## src/rtl/dmem_byte_bridge.sv

```systemverilog
// Serialises one 32-bit big-endian word access onto a byte-wide acked memory.
// Optional feature: define DMEM_MISALIGN_CHECK_EN to reject unaligned requests with rsp_err.
module dmem_byte_bridge #(
  parameter int ADDR_W  = 16,
  parameter int TIMEOUT = 64
) (
  input  logic              clk,
  input  logic              rst,
  input  logic              req_valid,
  input  logic              req_we,
  input  logic [31:0]       req_addr,
  input  logic [7:0]        req_wdata [0:3],
  output logic              req_ready,
  output logic              busy,
  output logic              rsp_valid,
  output logic              rsp_err,
  output logic [7:0]        rsp_rdata [0:3],
  output logic              mem_en,
  output logic              mem_we,
  output logic [ADDR_W-1:0] mem_addr,
  output logic [7:0]        mem_wbyte,
  input  logic [7:0]        mem_rbyte,
  input  logic              mem_ack
);

  typedef enum logic [1:0] {IDLE, XFER, RESP} state_t;

  localparam int WAIT_W = (TIMEOUT > 1) ? $clog2(TIMEOUT + 1) : 1;
  localparam logic [WAIT_W-1:0] WAIT_LAST = (TIMEOUT > 0) ? WAIT_W'(TIMEOUT - 1) : '0;

  state_t            state;
  logic              we_q;
  logic [ADDR_W-3:0] base_hi;
  logic [7:0]        wdata_q [0:3];
  logic [7:0]        rbuf    [0:3];
  logic [1:0]        lane;
  logic [WAIT_W-1:0] wait_cnt;
  logic              misalign;
  logic              unused_addr_bits;

  assign unused_addr_bits = ^{req_addr[31:ADDR_W], req_addr[1:0]};

`ifdef DMEM_MISALIGN_CHECK_EN
  assign misalign = |req_addr[1:0];
`else
  assign misalign = 1'b0;
`endif

  always_ff @(posedge clk or posedge rst) begin
    if (rst) begin
      state     <= IDLE;
      req_ready <= 1'b1;
      busy      <= 1'b0;
      rsp_valid <= 1'b0;
      rsp_err   <= 1'b0;
      rsp_rdata <= '{default: '0};
      mem_en    <= 1'b0;
      mem_we    <= 1'b0;
      mem_addr  <= '0;
      mem_wbyte <= '0;
      we_q      <= 1'b0;
      base_hi   <= '0;
      wdata_q   <= '{default: '0};
      rbuf      <= '{default: '0};
      lane      <= '0;
      wait_cnt  <= '0;
    end else begin
      case (state)
        IDLE: begin
          if (req_valid) begin
            we_q      <= req_we;
            base_hi   <= req_addr[ADDR_W-1:2];
            wdata_q   <= req_wdata;
            lane      <= '0;
            wait_cnt  <= '0;
            req_ready <= 1'b0;
            busy      <= 1'b1;
            if (misalign) begin
              state     <= RESP;
              rsp_valid <= 1'b1;
              rsp_err   <= 1'b1;
            end else begin
              state     <= XFER;
              mem_en    <= 1'b1;
              mem_we    <= req_we;
              mem_addr  <= {req_addr[ADDR_W-1:2], 2'b00};
              mem_wbyte <= req_wdata[0];
            end
          end
        end

        XFER: begin
          // An ack arriving on the final allowed wait cycle still completes the byte.
          if (mem_ack) begin
            wait_cnt <= '0;
            if (!we_q) rbuf[lane] <= mem_rbyte;
            if (lane == 2'd3) begin
              state     <= RESP;
              mem_en    <= 1'b0;
              mem_we    <= 1'b0;
              rsp_valid <= 1'b1;
              if (!we_q) rsp_rdata <= '{rbuf[0], rbuf[1], rbuf[2], mem_rbyte};
            end else begin
              lane      <= lane + 2'd1;
              mem_addr  <= {base_hi, lane + 2'd1};
              mem_wbyte <= wdata_q[lane + 2'd1];
            end
          end else if ((TIMEOUT != 0) && (wait_cnt == WAIT_LAST)) begin
            state     <= RESP;
            mem_en    <= 1'b0;
            mem_we    <= 1'b0;
            rsp_valid <= 1'b1;
            rsp_err   <= 1'b1;
          end else begin
            wait_cnt <= wait_cnt + 1'b1;
          end
        end

        RESP: begin
          state     <= IDLE;
          rsp_valid <= 1'b0;
          rsp_err   <= 1'b0;
          req_ready <= 1'b1;
          busy      <= 1'b0;
        end

        default: state <= IDLE;
      endcase
    end
  end

endmodule

```

## config.mk

```make
export PLATFORM = sky130hd
export DESIGN_NAME = dmem_byte_bridge
export DESIGN_NICKNAME = d
export VERILOG_FILES = /design/src/rtl/dmem_byte_bridge.sv
export SDC_FILE = /design/constraint.sdc
export NUM_CORES = 1
export LEC_CHECK = 0
export ABC_AREA = 0
export BUFFER_PORTS_ARGS = -buffer_cell sky130_fd_sc_hd__buf_4
export CAP_MARGIN = 10
export CORE_UTILIZATION = 49
export DETAILED_ROUTE_END_ITERATION = 10
export PLACE_DENSITY = 0.76
export SYNTH_ARGS = -nofsm -noshare
export SYNTH_HDL_FRONTEND = slang
export SYNTH_SLANG_ARGS = --single-unit
export TNS_END_PERCENT = 20
```

## constraint.sdc

```tcl
create_clock -name clk -period 4.5 [get_ports clk]
set_input_delay 0.9 -clock clk [delete_from_list [all_inputs] [get_ports clk]]
set_output_delay 0.9 -clock clk [all_outputs]
set_load 0.05 [all_outputs]
```

Word-level counts from Yosys, hierarchy flattened
Index checks and enable logic that the tools add are counted.

cells by class
  add/subtract/negate cells = 2
  magnitude comparators = 3
  eq/ne operators = 12
  mux-type cells = 43
  bitwise logic cells = 3
  reductions and logical operators = 15

operator list
  cell                                                  count
  two-way mux 16 bit                                    3
  two-way mux 8 bit                                     6
  bitwise mux 32 bit                                    1
  one-hot mux 16 bit (2 select lines)                   1
  two-way mux 7 bit                                     3
  binary-select mux 8 bit (select 2 bit)                1
  demux 8 bit (select 2 bit)                            1
  one-hot mux 8 bit (2 select lines)                    1
  AND reduction 3 bit                                   5
  two-way mux 2 bit                                     7
  one-hot mux 7 bit (2 select lines)                    1
  one-hot mux 1 bit (2 select lines)                    6
  AND reduction 4 bit                                   3
  two-way mux 1 bit                                     10
  inequality test 2 bit (second input constant)         5
  inequality test 3 bit (second input constant)         3
  one-hot mux 2 bit (2 select lines)                    2
  adder 7 x 1 -> 7 bit (second input constant)          1
  equality test 7 x 6 -> 1 bit (second input constant)  1
  >= comparator 3 bit (second input constant)           2
  inverter 2 -> 3 bit                                   2
  nonzero test 2 bit                                    3
  equality test 2 bit (second input constant)           2
  AND reduction 2 bit                                   2
  6 further kinds                                       6

storage, ports and cells
  bits in registers = 152
  bits of input ports = 77
  output and inout port bits = 62

Longest topological paths before layout
Gate-level depths: netlist of the first run.

  depth after elaboration = 8
  mapped depth = 8
  gate-level depth less buffers = 6

Least setup slack after synthesis of the first run
OpenSTA, ideal clock, no wires.

  path type = register to register
  start point = register, netlist name mem_addr[0]
  end point = register mem_wbyte[5]
  library setup time = 126 ps
  arrival time = 2216 ps
  data required time = 4374 ps
  slack = 2158 ps
  stages on the path, launching flop included = 8
  path buffers = 2
  period minus slack after synthesis = 2342 ps
  cells stage by stage = dfrtp_1 buf_2 inv_1 ha_1 clkbuf_1 mux4_2 mux2i_1 a21oi_1

RTL lines
  element               line  source
  to (signal assigned)  87    mem_wbyte <= req_wdata[0];
  to (signal assigned)  106   mem_wbyte <= wdata_q[lane + 2'd1];
  to (decl)             21    output logic [7:0] mem_wbyte,

Final worst setup path of the first run
  start point = register state[1]
  end point = register mem_addr[11]

between the ends
  cells in the longest elaborated chain, start to end = 3

RTL lines
  element                                                                       line  source
  from (decl)                                                                   31    state_t state;
  from (signal assigned)                                                        51    state <= IDLE;
  from (signal assigned)                                                        79    state <= RESP;
  from (signal assigned)                                                        83    state <= XFER;
  equality test 2 x 1 -> 1 bit or logical NOT 2 bit (tied branches)             68    case (state)
  inequality test 2 bit (no source line) or nonzero test 2 bit (tied branches)  --
  AND reduction 4 bit (no source line)                                          --
  to (signal assigned)                                                          86    mem_addr <= {req_addr[ADDR_W-1:2], 2'b00};
  to (signal assigned)                                                          105   mem_addr <= {base_hi, lane + 2'd1};
  to (decl)                                                                     20    output logic [ADDR_W-1:0] mem_addr,

Parallel ways exist; a longest one is shown, timed or not.
A chain may end at the register's enable or synchronous reset.

==> impl_metrics.env, run 1 <==
export IMPL_synth_cell_types=38
export IMPL_vias_per_cell=5.27
export IMPL_synth_compound_area_share=0.0545
export IMPL_place_hpwl_um=7940
export IMPL_antennaDiodeCount=0
export IMPL_final_max_slew_viol_count=0
export IMPL_worstSetupPathType="reg -> reg"
export IMPL_total_power_mw=6.07
export IMPL_r2r_end="mem_addr[11]"
export IMPL_io_buffers=120
export IMPL_yosysTopAreaCellShare=0.569
export IMPL_cts_buffers=17
export IMPL_max_freq_mhz=337
export IMPL_grt_pass1_wl_um=20000
export IMPL_finalHoldViolCount=0
export IMPL_fp_coreArea_mm2=0.0122
export IMPL_drt_iter0_markers=192
export IMPL_yosys_area_top_type="dfrtp_1"
export IMPL_final_util=0.644
export IMPL_cellLeakagePower_nw=3.79
export IMPL_cts_resized_gates=0
export IMPL_drive_above_1_share=0.492
export IMPL_hold_path_depth=1
export IMPL_ys_seq_area_frac=0.573
export IMPL_rrSetupSlack_ps=1530
export IMPL_critical_path_slowest_cell="a21oi_4"
export IMPL_ys_warn_count=0
export IMPL_die_w_um=115
export IMPL_synth_nets=520
export IMPL_slew_headroom=0.214
export IMPL_fin_nets=639
export IMPL_pin_count=139
export IMPL_first_pass_iters=4
export IMPL_synth_xor_area_frac=0
export IMPL_postSynthAreaPerCell_um2=14.3
export IMPL_maxCapViolations=0
export IMPL_hp_class="reg -> reg"
export IMPL_worstSetupEndpointType="register"
export IMPL_worst_slew_pin_slew_ps=1180
export IMPL_power_density_mw_per_mm2=775
export IMPL_ant_nets=0
export IMPL_dp_cells=703
export IMPL_worst_path_largest_cell_delay_ps=970
export IMPL_synth_adder_area_share=0.0161
export IMPL_wire_per_inst_um=16.4
export IMPL_ir_drop_mv=0.436
export IMPL_rows=40
export IMPL_die_y_um=115
export IMPL_gp_congestion=0.781
export IMPL_synth_simple_area_share=0.0504
export IMPL_status="finished, final reports clean"
export IMPL_cts_sinks=142
export IMPL_finClkSkew_ps=5.30
export IMPL_nFillCells=909
export IMPL_rsz0062_at_grt="no"
export IMPL_setup_viol=0
export IMPL_areaGrowthSynthToFinish_pct=26.3
export IMPL_vias=3861
export IMPL_clock_path_buffers=2
export IMPL_antenna_found_initial=0
export IMPL_crit_chain="inv_1 -> ha_2 -> nand3b_1 -> a21oi_4 -> a21oi_1"
export IMPL_synth_area_leaders="dfrtp_1, mux2_2, mux2_4"
export IMPL_h_tree_depth=4
export IMPL_hold_path_startpoint="wait_cnt[6]"
export IMPL_overflow=0
export IMPL_grt_max_degree=71
export IMPL_min_to="wait_cnt[6]"
export IMPL_crit_fanout=48
export IMPL_required_ps=4730
export IMPL_rr_startpoint="state[1]"
export IMPL_dieArea_mm2=0.0131
export IMPL_synthCells=435
export IMPL_design_area_mm2=0.00784
export IMPL_cts_tree="yes"
export IMPL_track_usage=0.202
export IMPL_synth_area_mm2=0.00620
export IMPL_setup_tns_final_ps=0
export IMPL_cts_root_buf="clkbuf_16"
export IMPL_clkTransAtPathRegs_ps=60
export IMPL_period_share=0.659
export IMPL_synth_top_family_by_area="multiplexers"
export IMPL_grt_pass1_vias=4039
export IMPL_clkLatencyLatePin_ps=410
export IMPL_cts_hold_fix_buffers=0
export IMPL_postCtsSetupBuffers=0
export IMPL_cp_start_kind="register"
export IMPL_worst_r2r_cell_count=5
export IMPL_worstPathArrival_ps=3200
export IMPL_ys_ff_latch=142
export IMPL_drt_wl_total_um=12100
export IMPL_fin_cells=733
export IMPL_period_minus_slack_ps=2970
export IMPL_start_util=0.510
export IMPL_route_detailed_drc=0
export IMPL_dpl_cell_area_mm2=0.00721
export IMPL_synth_area_mux_share=0.275
## critical path: cells and delay by family (launching register included)
family                   cells  cell delay (ps)
AO/OA/AOI/OAI                2             1160
adder cells (fa/ha/maj)      1              870
flip-flops                   1              400
AND/OR/NAND/NOR              1              250
buffers and inverters        1               90
## cells in the final DEF, fill, tap and decap left out, types with 2 or more instances in the layout
cell / instances
a21oi_1: 35
a31oi_1: 3
buf_4: 121
bufinv_16: 4
clkbuf_16: 17
clkbuf_8: 3
clkinv_4: 2
clkinvlp_4: 2
dfrtp_1: 141
ha_1: 7
inv_1: 10
mux2_2: 74
mux2_4: 30
mux2i_1: 24
mux4_2: 8
nand2_1: 11
nand2_2: 4
nand2_4: 2
nand2b_1: 3
nand3_1: 4
nor2_1: 27
o211ai_1: 2
o21ai_0: 8
## report_power, final
| part | internal (mW) | total (mW) | switching, mW |
|---|---|---|---|
| clock network | 0.968 | 1.48 | 0.514 |
| logic | 1.04 | 2.46 | 1.42 |
| registers | 1.81 | 2.13 | 0.319 |
| total | 3.82 | 6.07 | 2.25 |
## flip-flops by register name, summed over array words and instances (netlist names), 2 cells and up
register / count
rsp_rdata: 32
wdata_q: 32
rbuf: 24
mem_addr: 16
base_hi: 14
mem_wbyte: 8
wait_cnt: 7
state: 2
## metrics by stage
step	setup WS (ps)	hold WS [ps]
6_report	1530	495
4_1_cts	1450	502
3_5_place_dp	1470	477
3_3_place_gp	1560	472
2_1_floorplan	1820	458
5_1_grt	1250	512
## worst max-delay path by stage
| stage | startpoint | to | depth (start not counted) |
|---|---|---|---|
| global route | state[1] | mem_addr[0] | 5 |
| global placement | state[1] | mem_addr[0] | 5 |
| detailed placement | state[1] | mem_addr[11] | 5 |
| floorplan | rst | base_hi[0] | 1 |
| CTS | state[1] | mem_addr[11] | 5 |
| finish | state[1] | mem_addr[11] | 5 |
## cells by family (layout without fill, tap and decap cells)
group,count (synthesis),in the layout
compound gates,57,57
fa+ha+maj,8,8
buf+inv,33,163
flops,142,142
mux,136,136
simple gates,59,59
## synthesized netlist by cell type
| cell | instances |
|---|---|
| a21o_1 | 1 |
| a21oi_1 | 36 |
| a31oi_1 | 3 |
| a41oi_1 | 1 |
| and3_1 | 1 |
| and4_1 | 1 |
| buf_2 | 8 |
| buf_4 | 10 |
| buf_6 | 3 |
| clkbuf_1 | 1 |
| dfrtp_1 | 141 |
| dfstp_2 | 1 |
| ha_1 | 8 |
| inv_1 | 11 |
| mux2_2 | 74 |
| mux2_4 | 30 |
| mux2i_1 | 24 |
| mux4_2 | 8 |
| nand2_1 | 11 |
| nand2_2 | 4 |
| nand2_4 | 2 |
| nand2b_1 | 3 |
| nand3_1 | 4 |
| nand3_2 | 1 |
| nand3b_1 | 1 |
| nand3b_4 | 1 |
| nor2_1 | 27 |
| nor2_8 | 1 |
| nor2b_1 | 1 |
| nor3_1 | 1 |
| o211ai_1 | 2 |
| o21a_1 | 1 |
| o21ai_0 | 8 |
| o22ai_1 | 1 |
| o2bb2ai_1 | 1 |
| o311ai_2 | 1 |
| o31ai_1 | 1 |
| o31ai_4 | 1 |
## layer usage
metal / track usage / wire [um] / up-vias
met3: 0.0672 / 716 / 14
met5: 0 / 0 / -
li1: - / - / 1790
met2: 0.333 / 5970 / 104
met1: 0.247 / 5210 / 1953
met4: 0.0771 / 151 / 0
## layout make-up
class / count / area [um2] / area share
clock buffers: 21 / 470 / 0.0600
clock inverters: 9 / 159 / 0.0203
inverters: 11 / 45.0 / 0.00575
multi-input cells: 260 / 2470 / 0.315
flip-flops and latches: 142 / 3550 / 0.454
well taps: 168 / 210 / 0.0268
repair buffers: 122 / 928 / 0.118
(Power assumes the default switching activity.)
==> run 2: changes to the inputs <==
--- a/config.mk
+++ b/config.mk
@@ -8,9 +8,9 @@
 export ABC_AREA = 0
 export BUFFER_PORTS_ARGS = -buffer_cell sky130_fd_sc_hd__buf_4
 export CAP_MARGIN = 10
-export CORE_UTILIZATION = 49
+export CORE_UTILIZATION = 50
 export DETAILED_ROUTE_END_ITERATION = 10
-export PLACE_DENSITY = 0.76
+export PLACE_DENSITY = 0.75
 export SYNTH_ARGS = -nofsm -noshare
 export SYNTH_HDL_FRONTEND = slang
 export SYNTH_SLANG_ARGS = --single-unit
==> constraint.sdc (replaced) <==
create_clock -name clk -period 3 [get_ports clk]
set_input_delay 0.6 -clock clk [delete_from_list [all_inputs] [get_ports clk]]
set_output_delay 0.6 -clock clk [all_outputs]
set_load 0.05 [all_outputs]
==> run 2 against run 1 <==
Net effect:
- clock skew up 2.9 ps
- sequential cell count did not move
- cell area about the same
- clock power rose by 36%
- largest cell class unchanged
- largest power group unchanged
==> impl_metrics.env, run 2 (same netlist as run 1, synthesis figures left out) <==
export IMPL_r2r_end="mem_wbyte[7]"
export IMPL_gp_congestion=0.740
export IMPL_cts_sinks=142
export IMPL_cellLeakagePower_nw=3.79
export IMPL_pin_count=139
export IMPL_crit_fanout=11
export IMPL_rr_startpoint="mem_addr[0]"
export IMPL_finalHoldViolCount=0
export IMPL_worstPathArrival_ps=2320
export IMPL_postCtsSetupBuffers=0
export IMPL_period_minus_slack_ps=2040
export IMPL_dpl_cell_area_mm2=0.00725
export IMPL_maxCapViolations=0
export IMPL_ant_nets=0
export IMPL_final_util=0.649
export IMPL_grt_max_degree=77
export IMPL_rrSetupSlack_ps=960
export IMPL_worstSetupEndpointType="register"
export IMPL_power_density_mw_per_mm2=1140
export IMPL_ir_drop_mv=0.734
export IMPL_cts_hold_fix_buffers=0
export IMPL_setup_tns_final_ps=0
export IMPL_status="finished, final reports clean"
export IMPL_h_tree_depth=4
export IMPL_cts_buffers=17
export IMPL_cp_start_kind="register"
export IMPL_overflow=0
export IMPL_setup_viol=0
export IMPL_vias=3845
export IMPL_worst_r2r_cell_count=6
export IMPL_final_max_slew_viol_count=0
export IMPL_antennaDiodeCount=0
export IMPL_reg_largest_list="rsp_rdata x32, wdata_q x32, rbuf x24"
export IMPL_start_util=0.514
export IMPL_cts_tree="yes"
export IMPL_finClkSkew_ps=8.16
export IMPL_clkTransAtPathRegs_ps=60
export IMPL_place_hpwl_um=8020
export IMPL_track_usage=0.209
export IMPL_grt_pass1_wl_um=20400
export IMPL_total_power_mw=8.94
export IMPL_fin_nets=643
export IMPL_drt_iter0_markers=158
export IMPL_layout_common_cells="dfrtp_1, buf_4, mux2_2"
export IMPL_die_w_um=113
export IMPL_antenna_found_initial=0
export IMPL_drive_above_1_share=0.498
export IMPL_clock_path_buffers=2
export IMPL_vias_per_cell=5.21
export IMPL_worstSetupPathType="reg -> reg"
export IMPL_io_buffers=120
export IMPL_fp_coreArea_mm2=0.0121
export IMPL_first_pass_iters=4
export IMPL_route_detailed_drc=0
export IMPL_clkLatencyLatePin_ps=420
export IMPL_required_ps=3280
export IMPL_period_share=0.681
export IMPL_worst_slew_pin_slew_ps=833
export IMPL_die_y_um=113
export IMPL_max_freq_mhz=489
export IMPL_wire_per_inst_um=16.6
export IMPL_grt_pass1_vias=4033
export IMPL_slew_headroom=0.445
export IMPL_drt_wl_total_um=12300
export IMPL_hp_class="in -> async"
export IMPL_rsz0062_at_grt="no"
export IMPL_design_area_mm2=0.00783
export IMPL_cts_resized_gates=0
export IMPL_rows=40
export IMPL_dieArea_mm2=0.0129
export IMPL_areaGrowthSynthToFinish_pct=26.2
export IMPL_layout_commonest_cell="dfrtp_1"
export IMPL_cts_root_buf="clkbuf_16"
-- run 2: worst max path at each step --
stage               depth (start not counted)         from      endpoint  slack, ps
finish                                      6  mem_addr[0]  mem_wbyte[7]        960
global placement                            6  mem_addr[0]  mem_wbyte[6]        990
global route                                6  mem_addr[0]  mem_wbyte[7]        780
CTS                                         6  mem_addr[0]  mem_wbyte[7]        900
detailed placement                          6  mem_addr[0]  mem_wbyte[3]        920
floorplan                                   1          rst    base_hi[0]        620
-- run 2: layout make-up --
class                   instances  area [um2]
flip-flops and latches        142        3550
well taps                     168         210
fillers                       920        4230
inverters                      11        45.0
multi-input cells             260        2470
clock buffers                  22         494
clock inverters                 9        85.1
repair buffers                126         971
-- run 2: power breakdown --
part | internal, mW | total [mW] | switching (mW)
Combinational | 1.58 | 3.75 | 2.17
Sequential | 2.71 | 3.16 | 0.449
Clock | 1.24 | 2.02 | 0.780
-- run 2: stage by stage --
stage          cells  setup WS, ps  hold slack [ps]
2_1_floorplan    435           624              458
3_3_place_gp     707           986              474
3_5_place_dp     707           924              484
4_1_cts          738           900              311
5_1_grt          738           784              325
6_report         738           957              282
-- run 2: worst max-delay path, stage by stage (launching register included) --
cell,delay (ps)
dfrtp_1,360
buf_4,250
inv_1,120
ha_1,570
mux4_2,360
mux2i_1,160
a21oi_1,80
-- run 2: metal layers --
metal,vias up,share of wire,GRT usage
li1,1791,-,-
met1,1940,0.45,0.264
met2,99,0.49,0.333
met3,15,0.055,0.0781
met4,0,0.013,0.0728
met5,-,0,0
==> run 3: changes to the inputs <==
--- a/config.mk
+++ b/config.mk
@@ -8,9 +8,9 @@
 export ABC_AREA = 0
 export BUFFER_PORTS_ARGS = -buffer_cell sky130_fd_sc_hd__buf_4
 export CAP_MARGIN = 10
-export CORE_UTILIZATION = 50
+export CORE_UTILIZATION = 49
 export DETAILED_ROUTE_END_ITERATION = 10
-export PLACE_DENSITY = 0.75
+export PLACE_DENSITY = 0.76
 export SYNTH_ARGS = -nofsm -noshare
 export SYNTH_HDL_FRONTEND = slang
 export SYNTH_SLANG_ARGS = --single-unit
==> constraint.sdc (replaced) <==
create_clock -name clk -period 1.8 [get_ports clk]
set_input_delay 0.36 -clock clk [delete_from_list [all_inputs] [get_ports clk]]
set_output_delay 0.36 -clock clk [all_outputs]
set_load 0.05 [all_outputs]
==> run 3 against run 2 <==
Net effect:
- setup slack got worse by 820 ps
- sequential power rose by 66%
- largest power group unchanged
- cell area grew 2.2%
- combinational power up 74%
- critical path type unchanged
==> impl_metrics.env, run 3 (same netlist as run 1, synthesis figures left out) <==
export IMPL_design_area_mm2=0.00800
export IMPL_crit_chain="inv_1 -> ha_2 -> mux4_2 -> mux2i_1 -> a21oi_1"
export IMPL_grt_max_degree=74
export IMPL_finClkSkew_ps=7.62
export IMPL_worstPathArrival_ps=1960
export IMPL_clkPwrFrac=0.225
export IMPL_drt_wl_total_um=12000
export IMPL_start_util=0.510
export IMPL_io_buffers=120
export IMPL_p_seq_frac=0.346
export IMPL_ir_drop_mv=1.13
export IMPL_cp_start_kind="register"
export IMPL_gp_congestion=0.756
export IMPL_status="finished, final reports clean"
export IMPL_vias=3852
export IMPL_antenna_found_initial=0
export IMPL_die_w_um=115
export IMPL_drt_iter0_markers=163
export IMPL_crit_fanout=9
export IMPL_rows=40
export IMPL_antennaDiodeCount=0
export IMPL_critPathBufInv=1
export IMPL_final_max_slew_viol_count=0
export IMPL_nFillCells=943
export IMPL_dpl_cell_area_mm2=0.00741
export IMPL_cts_buffers=17
export IMPL_layout_setup_ws_ps=139
export IMPL_period_share=0.923
export IMPL_areaGrowthSynthToFinish_pct=29.0
export IMPL_grt_pass1_vias=3978
export IMPL_crit_family="multiplexers"
export IMPL_rsz0062_at_grt="no"
export IMPL_worstSetupEndpointType="register"
export IMPL_grt_pass1_wl_um=19900
export IMPL_required_ps=2100
export IMPL_cts_hold_fix_buffers=0
export IMPL_first_pass_iters=4
export IMPL_vias_per_cell=5.12
export IMPL_layout_common_cells="dfrtp_1, buf_4, mux2_2"
export IMPL_reg_largest_list="rsp_rdata x32, wdata_q x32, rbuf x24"
export IMPL_layout_commonest_cell="dfrtp_1"
export IMPL_worstSetupPathType="reg -> reg"
export IMPL_overflow=0
export IMPL_cts_sinks=142
export IMPL_combPwrFrac=0.429
export IMPL_hp_class="in -> async"
export IMPL_p_int_mw=9.50
export IMPL_wire_per_inst_um=15.9
export IMPL_cts_root_buf="clkbuf_16"
export IMPL_route_detailed_drc=0
export IMPL_cellLeakagePower_nw=3.88
export IMPL_fin_nets=657
export IMPL_clkLatencyLatePin_ps=420
export IMPL_postCtsSetupBuffers=0
export IMPL_maxCapViolations=0
export IMPL_switching_share=0.374
export IMPL_clock_path_buffers=2
export IMPL_clkTransAtPathRegs_ps=60
export IMPL_fp_coreArea_mm2=0.0122
export IMPL_finalHoldViolCount=0
export IMPL_dp_slack_ps=16.7
export IMPL_cts_tree="yes"
export IMPL_power_density_mw_per_mm2=1900
export IMPL_dieArea_mm2=0.0131
export IMPL_ant_nets=0
export IMPL_setup_viol=0
export IMPL_critical_path_slowest_cell="ha_2"
export IMPL_worst_slew_pin_slew_ps=387
export IMPL_place_hpwl_um=8070
export IMPL_drive_above_1_share=0.515
export IMPL_power_switching_mw=5.67
export IMPL_track_usage=0.201
export IMPL_worst_path_largest_cell_delay_ps=480
export IMPL_h_tree_depth=4
export IMPL_pin_count=139
export IMPL_slew_headroom=0.742
export IMPL_period_minus_slack_ps=1660
export IMPL_die_y_um=115
export IMPL_max_freq_mhz=602
## run 3: repair_timing
item                       4_1_cts  5_1_grt
hold endpoints to repair         0        0
setup endpoints to repair        1        8
resized for setup                1        2
## run 3: worst reg2reg max path: cells and delay by family (launching register included)
family	cells	cell delay [ps]
AOI/OAI and AO/OA	1	80
adders and majority gates	1	480
buffers and inverters	1	70
DFF	1	400
muxes	2	510
## run 3: stage by stage
| stage | std cells | util | power (mW) | TNS (ps) | hold slack [ps] |
|---|---|---|---|---|---|
| 3_5_place_dp | 721 | 0.609 | 11.8 | 0 | 476 |
| 5_1_grt | 752 | 0.658 | 16.0 | 0 | 99.3 |
| 4_1_cts | 752 | 0.658 | 15.3 | 0 | 92.5 |
| 3_3_place_gp | 721 | 0.609 | 11.6 | 0 | 475 |
| 6_report | 752 | 0.658 | 15.2 | 0 | 68.4 |
| 2_1_floorplan | 435 | - | 9.95 | -50610 | 458 |
## run 3: path summary, 6_finish.rpt
| kind | depth (start not counted) | slack [ps] | endpoint | from |
|---|---|---|---|---|
| worst max-delay path | 5 | 140 | mem_wbyte[2] | mem_addr[0] |
| worst max register to register | 5 | 140 | mem_wbyte[2] | mem_addr[0] |
| max in group asynchronous | 3 | 1390 | mem_addr[0] | rst |
| worst min register to register | 1 | 500 | rsp_rdata[17] | rbuf[17] |
| min in group clk | 2 | 170 | wdata_q[14] | req_wdata[14] |
| worst min-delay path | 3 | 70 | wait_cnt[4] | rst |
## run 3: cell type report
class	count	area, um2	area share
Tap cell	168	210	0.0263
Inverter	11	45.0	0.00563
Clock buffer	24	512	0.0640
Multi-Input combinational cell	260	2480	0.309
Clock inverter	7	76.3	0.00954
Timing Repair Buffer	140	1130	0.141
Sequential cell	142	3560	0.444
## run 3: metal layers
metal,vias up,GRT usage,part of all wire
met2,105,0.319,0.49
met5,-,0,0
met3,17,0.0672,0.059
met1,1912,0.255,0.44
li1,1818,-,-
met4,0,0.0797,0.013
## run 3: power by group through the flow
stage	Clock, mW	Combinational, mW	Sequential [mW]
floorplan	0	3.17	6.78
global placement	0	6.38	5.21
detailed placement	0	6.54	5.29
CTS	3.48	6.58	5.26
global route	3.63	6.98	5.42
finish	3.41	6.51	5.25
